**src/rtl/pre_if_stage.sv**
```systemverilog
// Pre-fetch stage ahead of IF: owns the fetch PC, issues one instruction
// fetch at a time on the SRAM-like bus, buffers the returned word with its
// PC and hands it to IF through the valid/allowin handshake.
// Taken branches redirect the PC and squash any wrong-path fetch in flight.
// Build option PFS_ADEF_CHK_EN: misaligned fetch PCs are not issued; the
// stage instead hands IF an address-error marker and the bus grows to 65 bits.
//
// state | meaning
// REQ   | request on the bus for pc_q, waiting for addr_ok
// WAIT  | request accepted, waiting for data_ok
// HOLD  | instruction buffered, waiting for IF to take it

module pre_if_stage #(
    parameter logic [31:0] RESET_PC  = 32'h1c000000,
    parameter int          BR_BUS_WD = 33
) (
    input  logic                 clk,
    input  logic                 reset,
    input  logic [BR_BUS_WD-1:0] br_bus,
    input  logic                 fs_allowin,
    output logic                 pfs_to_fs_valid,
`ifdef PFS_ADEF_CHK_EN
    output logic [64:0]          pfs_to_fs_bus,
`else
    output logic [63:0]          pfs_to_fs_bus,
`endif
    output logic                 inst_sram_req,
    output logic                 inst_sram_wr,
    output logic [1:0]           inst_sram_size,
    output logic [3:0]           inst_sram_wstrb,
    output logic [31:0]          inst_sram_addr,
    output logic [31:0]          inst_sram_wdata,
    input  logic                 inst_sram_addr_ok,
    input  logic                 inst_sram_data_ok,
    input  logic [31:0]          inst_sram_rdata
);

    typedef enum logic [1:0] {
        REQ  = 2'd0,
        WAIT = 2'd1,
        HOLD = 2'd2
    } state_t;

    state_t      state_q, state_d;
    logic [31:0] pc_q, pc_d;
    logic [31:0] req_pc_q, req_pc_d;
    logic        cancel_q, cancel_d;
    logic        buf_valid_q, buf_valid_d;
    logic [31:0] buf_pc_q, buf_pc_d;
    logic [31:0] buf_inst_q, buf_inst_d;
`ifdef PFS_ADEF_CHK_EN
    logic        buf_adef_q, buf_adef_d;
`endif

    logic        br_taken;
    logic [31:0] br_target;
    logic        pc_ok;

    assign br_taken  = br_bus[32];
    assign br_target = br_bus[31:0];

`ifdef PFS_ADEF_CHK_EN
    assign pc_ok = (pc_q[1:0] == 2'b00);
`else
    assign pc_ok = 1'b1;
`endif

    assign inst_sram_req   = (state_q == REQ) && pc_ok && !reset;
    assign inst_sram_addr  = pc_q;
    assign inst_sram_wr    = 1'b0;
    assign inst_sram_size  = 2'd2;
    assign inst_sram_wstrb = 4'h0;
    assign inst_sram_wdata = 32'h0;

    // The buffer is only ever full in HOLD; a taken branch squashes it at once.
    assign pfs_to_fs_valid = buf_valid_q && !br_taken && !reset;
`ifdef PFS_ADEF_CHK_EN
    assign pfs_to_fs_bus   = {buf_adef_q, buf_pc_q, buf_inst_q};
`else
    assign pfs_to_fs_bus   = {buf_pc_q, buf_inst_q};
`endif

    // Next-state logic: fetch sequencing, squash tracking and buffer loading.
    always_comb begin
        state_d     = state_q;
        pc_d        = pc_q;
        req_pc_d    = req_pc_q;
        cancel_d    = cancel_q;
        buf_valid_d = buf_valid_q;
        buf_pc_d    = buf_pc_q;
        buf_inst_d  = buf_inst_q;
`ifdef PFS_ADEF_CHK_EN
        buf_adef_d  = buf_adef_q;
`endif
        unique case (state_q)
            REQ: begin
                if (!pc_ok) begin
`ifdef PFS_ADEF_CHK_EN
                    if (!br_taken) begin
                        buf_valid_d = 1'b1;
                        buf_adef_d  = 1'b1;
                        buf_pc_d    = pc_q;
                        buf_inst_d  = 32'h0;
                        state_d     = HOLD;
                    end
`endif
                end else if (inst_sram_addr_ok) begin
                    req_pc_d = pc_q;
                    pc_d     = pc_q + 32'd4;
                    // A redirect in the accept cycle makes this fetch wrong-path.
                    cancel_d = br_taken;
                    state_d  = WAIT;
                end
            end
            WAIT: begin
                if (inst_sram_data_ok) begin
                    cancel_d = 1'b0;
                    state_d  = REQ;
                    if (!cancel_q && !br_taken) begin
                        buf_valid_d = 1'b1;
                        buf_pc_d    = req_pc_q;
                        buf_inst_d  = inst_sram_rdata;
`ifdef PFS_ADEF_CHK_EN
                        buf_adef_d  = 1'b0;
`endif
                        state_d     = HOLD;
                    end
                end else if (br_taken) begin
                    cancel_d = 1'b1;
                end
            end
            HOLD: begin
                if (br_taken || (pfs_to_fs_valid && fs_allowin)) begin
                    buf_valid_d = 1'b0;
                    state_d     = REQ;
                end
            end
            default: state_d = REQ;
        endcase
        if (br_taken) begin
            pc_d = br_target;
        end
    end

    // State register with synchronous reset.
    always_ff @(posedge clk) begin
        if (reset) begin
            state_q     <= REQ;
            pc_q        <= RESET_PC;
            req_pc_q    <= 32'h0;
            cancel_q    <= 1'b0;
            buf_valid_q <= 1'b0;
            buf_pc_q    <= 32'h0;
            buf_inst_q  <= 32'h0;
`ifdef PFS_ADEF_CHK_EN
            buf_adef_q  <= 1'b0;
`endif
        end else begin
            state_q     <= state_d;
            pc_q        <= pc_d;
            req_pc_q    <= req_pc_d;
            cancel_q    <= cancel_d;
            buf_valid_q <= buf_valid_d;
            buf_pc_q    <= buf_pc_d;
            buf_inst_q  <= buf_inst_d;
`ifdef PFS_ADEF_CHK_EN
            buf_adef_q  <= buf_adef_d;
`endif
        end
    end

endmodule

```
**config.mk**
```make
export PLATFORM = sky130hd
export DESIGN_NAME = pre_if_stage
export DESIGN_NICKNAME = d
export VERILOG_FILES = /design/src/rtl/pre_if_stage.sv
export SDC_FILE = /design/constraint.sdc
export NUM_CORES = 1
export LEC_CHECK = 0
export ABC_CLOCK_PERIOD_IN_PS = 5360
export BUFFER_PORTS_ARGS = -buffer_cell sky130_fd_sc_hd__buf_2
export CAP_MARGIN = 20
export CORE_MARGIN = 2
export CORE_UTILIZATION = 55
export CTS_BUF_LIST = sky130_fd_sc_hd__clkbuf_8
export DETAILED_ROUTE_END_ITERATION = 10
export HOLD_SLACK_MARGIN = 0.03
export PLACE_DENSITY_LB_ADDON = 0.1
export SLEW_MARGIN = 20
export SYNTH_ARGS = -nofsm -noshare
export SYNTH_HDL_FRONTEND = slang
export SYNTH_SLANG_ARGS = --single-unit
```
**constraint.sdc**
```tcl
create_clock -name clk -period 5.36 [get_ports clk]
set_clock_uncertainty 0.1 [all_clocks]
set_input_delay 0.804 -clock clk [delete_from_list [all_inputs] [get_ports clk]]
set_output_delay 0.804 -clock clk [all_outputs]
set_load 0.02 [all_outputs]
```
==> impl_metrics.toml <==
[routing]
drc = 0
vias_per_cell = 5.34
wl_per_cell_um = 14.0
ant_nets = 0
drt_wl_total_mm = 14.0
dr.pass1.iters = 5
num_vias = 5358
initialDrtViolationCount = 392

[setup_path]
arrival_ns = 1.72
startpoint = "reset"
end_kind = "output port"
timing.rr.start = "state_q[1]"
start_kind = "input pin"
r2r_slack_ns = 2.77
crit_fanout = 71
critPathRequiredTime_ns = 4.46
crit_type = "input pin to output port"

[synth]
async_flop_share_pct = 0
synthXorXnorAreaFrac_pct = 1.24
yosys_register_bits = 132
synth_compound_area_share_pct = 16.3
synthFlopType = "dfxtp_1"
synth_warnings = 0
synth_top_area_share_pct = 46.6
synthSimpleGateAreaFrac_pct = 25.6
synth_area_leaders = "dfxtp_1 47%, nand2_1 14%, a21oi_1 8.7%"
avgSynthCellArea_um2 = 7.87
synth_edf_count = 0
synth_mux_area_share_pct = 0.353
synth_seq_area_share_pct = 46.6
synth_top_family_by_area = "simple AND/OR/NAND/NOR gates"
syn-cell-area_mm2 = 0.00567
synthDistinctLibCells = 45
synth-adder-area-share_pct = 0.221
synth_cells = 720
yosys.area.top_type = "dfxtp_1"

[grt]
grt_pass1_vias = 4538
antenna_found_initial = 0
grt_usage_pct = 24.7
grt.overflow.total = 0
grt_max_degree = 73
grt_pass1_wl_mm = 22.2

[cts]
cts_hold_buffers = 0
clkSinkCount = 132
ctsLongestPathBuffers = 2
cts_setup_buffers = 0
cts_tree = "built"
htree_levels = 4
cts_buffers = 17
cts_root_buf = "clkbuf_8"
clk_pin_slew_ns = 0.07
clock_latency_ns = 0.43
post_cts_resized = 0

[worst_hold_path]
hp-class = "flip-flop to flip-flop"
hp-start = "req_pc_q[4]"

[sta]
fin_tns_setup_ns = 0
whs_ns = 0.349
slew_headroom_pct = 52.4
worst_pin_slew_ns = 0.714
max_freq_mhz = 381
finalHoldViolations = 0
drv_slew = 0
fin_crit_ns = 2.62
period_share_pct = 49.0
setup_violations = 0
rsz0062_at_grt = "false"

[floorplanning]
fp.coreArea_mm2 = 0.0102
dieArea_mm2 = 0.0111
die_x_um = 106
initial_utilization_pct = 55.7
core.rowCount = 37
pin_count = 207
fp.dieH_um = 106

[layout]
fin_util_pct = 66.1
drive_gt1_share_pct = 23.6
area_growth_pct = 18.7
fin_nets = 925
n_antenna_cell = 0
design_area_mm2 = 0.00673

[power_and_ir_drop]
leakage_uw = 0.00278
irDropWorstVdd_mv = 0.143
power_density_mw_per_mm2 = 303

[placed_design]
routabilityCongestion = 0.919
port_buffers = 167
place_hpwl_mm = 9.39
dpl_cell_area_mm2 = 0.00637

[flow_run]
cap_violations = 0

[run_status]
status = "completed"
## metrics by stage
step / power, uW / setup slack (ns) / cells
final: 2040 / 2.74 / 1003
after global routing: 2120 / 2.54 / 1003
after CTS: 2050 / 2.74 / 1003
after detailed placement: 1310 / 2.33 / 971
after global placement: 1300 / 2.40 / 970
after floorplan: 1250 / 2.59 / 757
## cell families (layout without fill, tap and decap cells)
logic type / count (synthesis) / in the layout
xor+xnor: 8 / 8
fa+ha+maj: 1 / 1
flops: 132 / 132
simple gates: 321 / 321
other cells: 2 / 39
mux: 2 / 2
compound gates: 153 / 153
buf+inv: 101 / 211
## critical path: stages
cell and delay, ns:
buf_4 0.56, nor3b_1 0.14, buf_2 0.20
## layout make-up
type                       count  area [um^2]
sequential                   132         2640
fill                         923         3460
inverter                       7         26.3
timing repair buffer         172          896
clock inverter                13         95.1
tap                          136          170
clock buffer                  19          262
multi-input combinational    524         2640
## sequential cells by signal, indices dropped and copies added (netlist names)
| signal | cells |
|---|---|
| cancel_q | 1 |
| buf_valid_q | 1 |
| buf_pc_q | 32 |
| state_q | 2 |
| buf_inst_q | 32 |
| req_pc_q | 32 |
| inst_sram_addr | 32 |
## worst paths after layout
path / to / depth (start not counted)
max: pfs_to_fs_valid / 3
min: buf_pc_q[4] / 2
max reg2reg: inst_sram_addr[31] / 5
min reg2reg: buf_pc_q[4] / 2
## report_power, final
part	switching (uW)	internal, uW
sequential	41.3	1020
combinational	155	77.1
clock	365	380
total	562	1470
## cells in the final DEF (no fill, tap or decap), drive strengths merged, types with 9 or more instances in the layout
| master | n |
|---|---|
| a211oi | 10 |
| a21oi | 98 |
| a311oi | 11 |
| buf | 172 |
| clkbuf | 19 |
| conb | 39 |
| dfxtp | 132 |
| inv | 11 |
| nand2 | 208 |
| nand3 | 10 |
| nand4 | 13 |
| nor2 | 33 |
| nor3 | 9 |
| nor4 | 9 |
| o21ai | 11 |
## cells in the mapped netlist (5+ instances only)
cell type and n:
o41a_1 6, or4_1 7, nor3_1 9, a21oi_1 98, nor4_1 9, inv_1 7, nor3b_1 6, a311oi_1 11
nor2b_1 5, clkbuf_1 48, nor2_1 33, a211oi_1 10, or3_1 7, nand3_1 10, o21ai_0 11, nand2_1 208
xor2_1 6, dfxtp_1 132, nand4_1 11, buf_4 39, o31ai_1 5
## per-layer routing
| layer | up-vias | track usage (%) | wire length, um | share of wire [%] |
|---|---|---|---|---|
| met1 | 2435 | 35.4 | 6390 | 46 |
| met2 | 244 | 35.3 | 6220 | 44 |
| met5 | - | 0 | 0 | 0 |
| li1 | 2653 | - | - | - |
| met3 | 26 | 7.30 | 1240 | 8.8 |
| met4 | 0 | 8.55 | 175 | 1.2 |
Power figures use the tool's default switching activity.
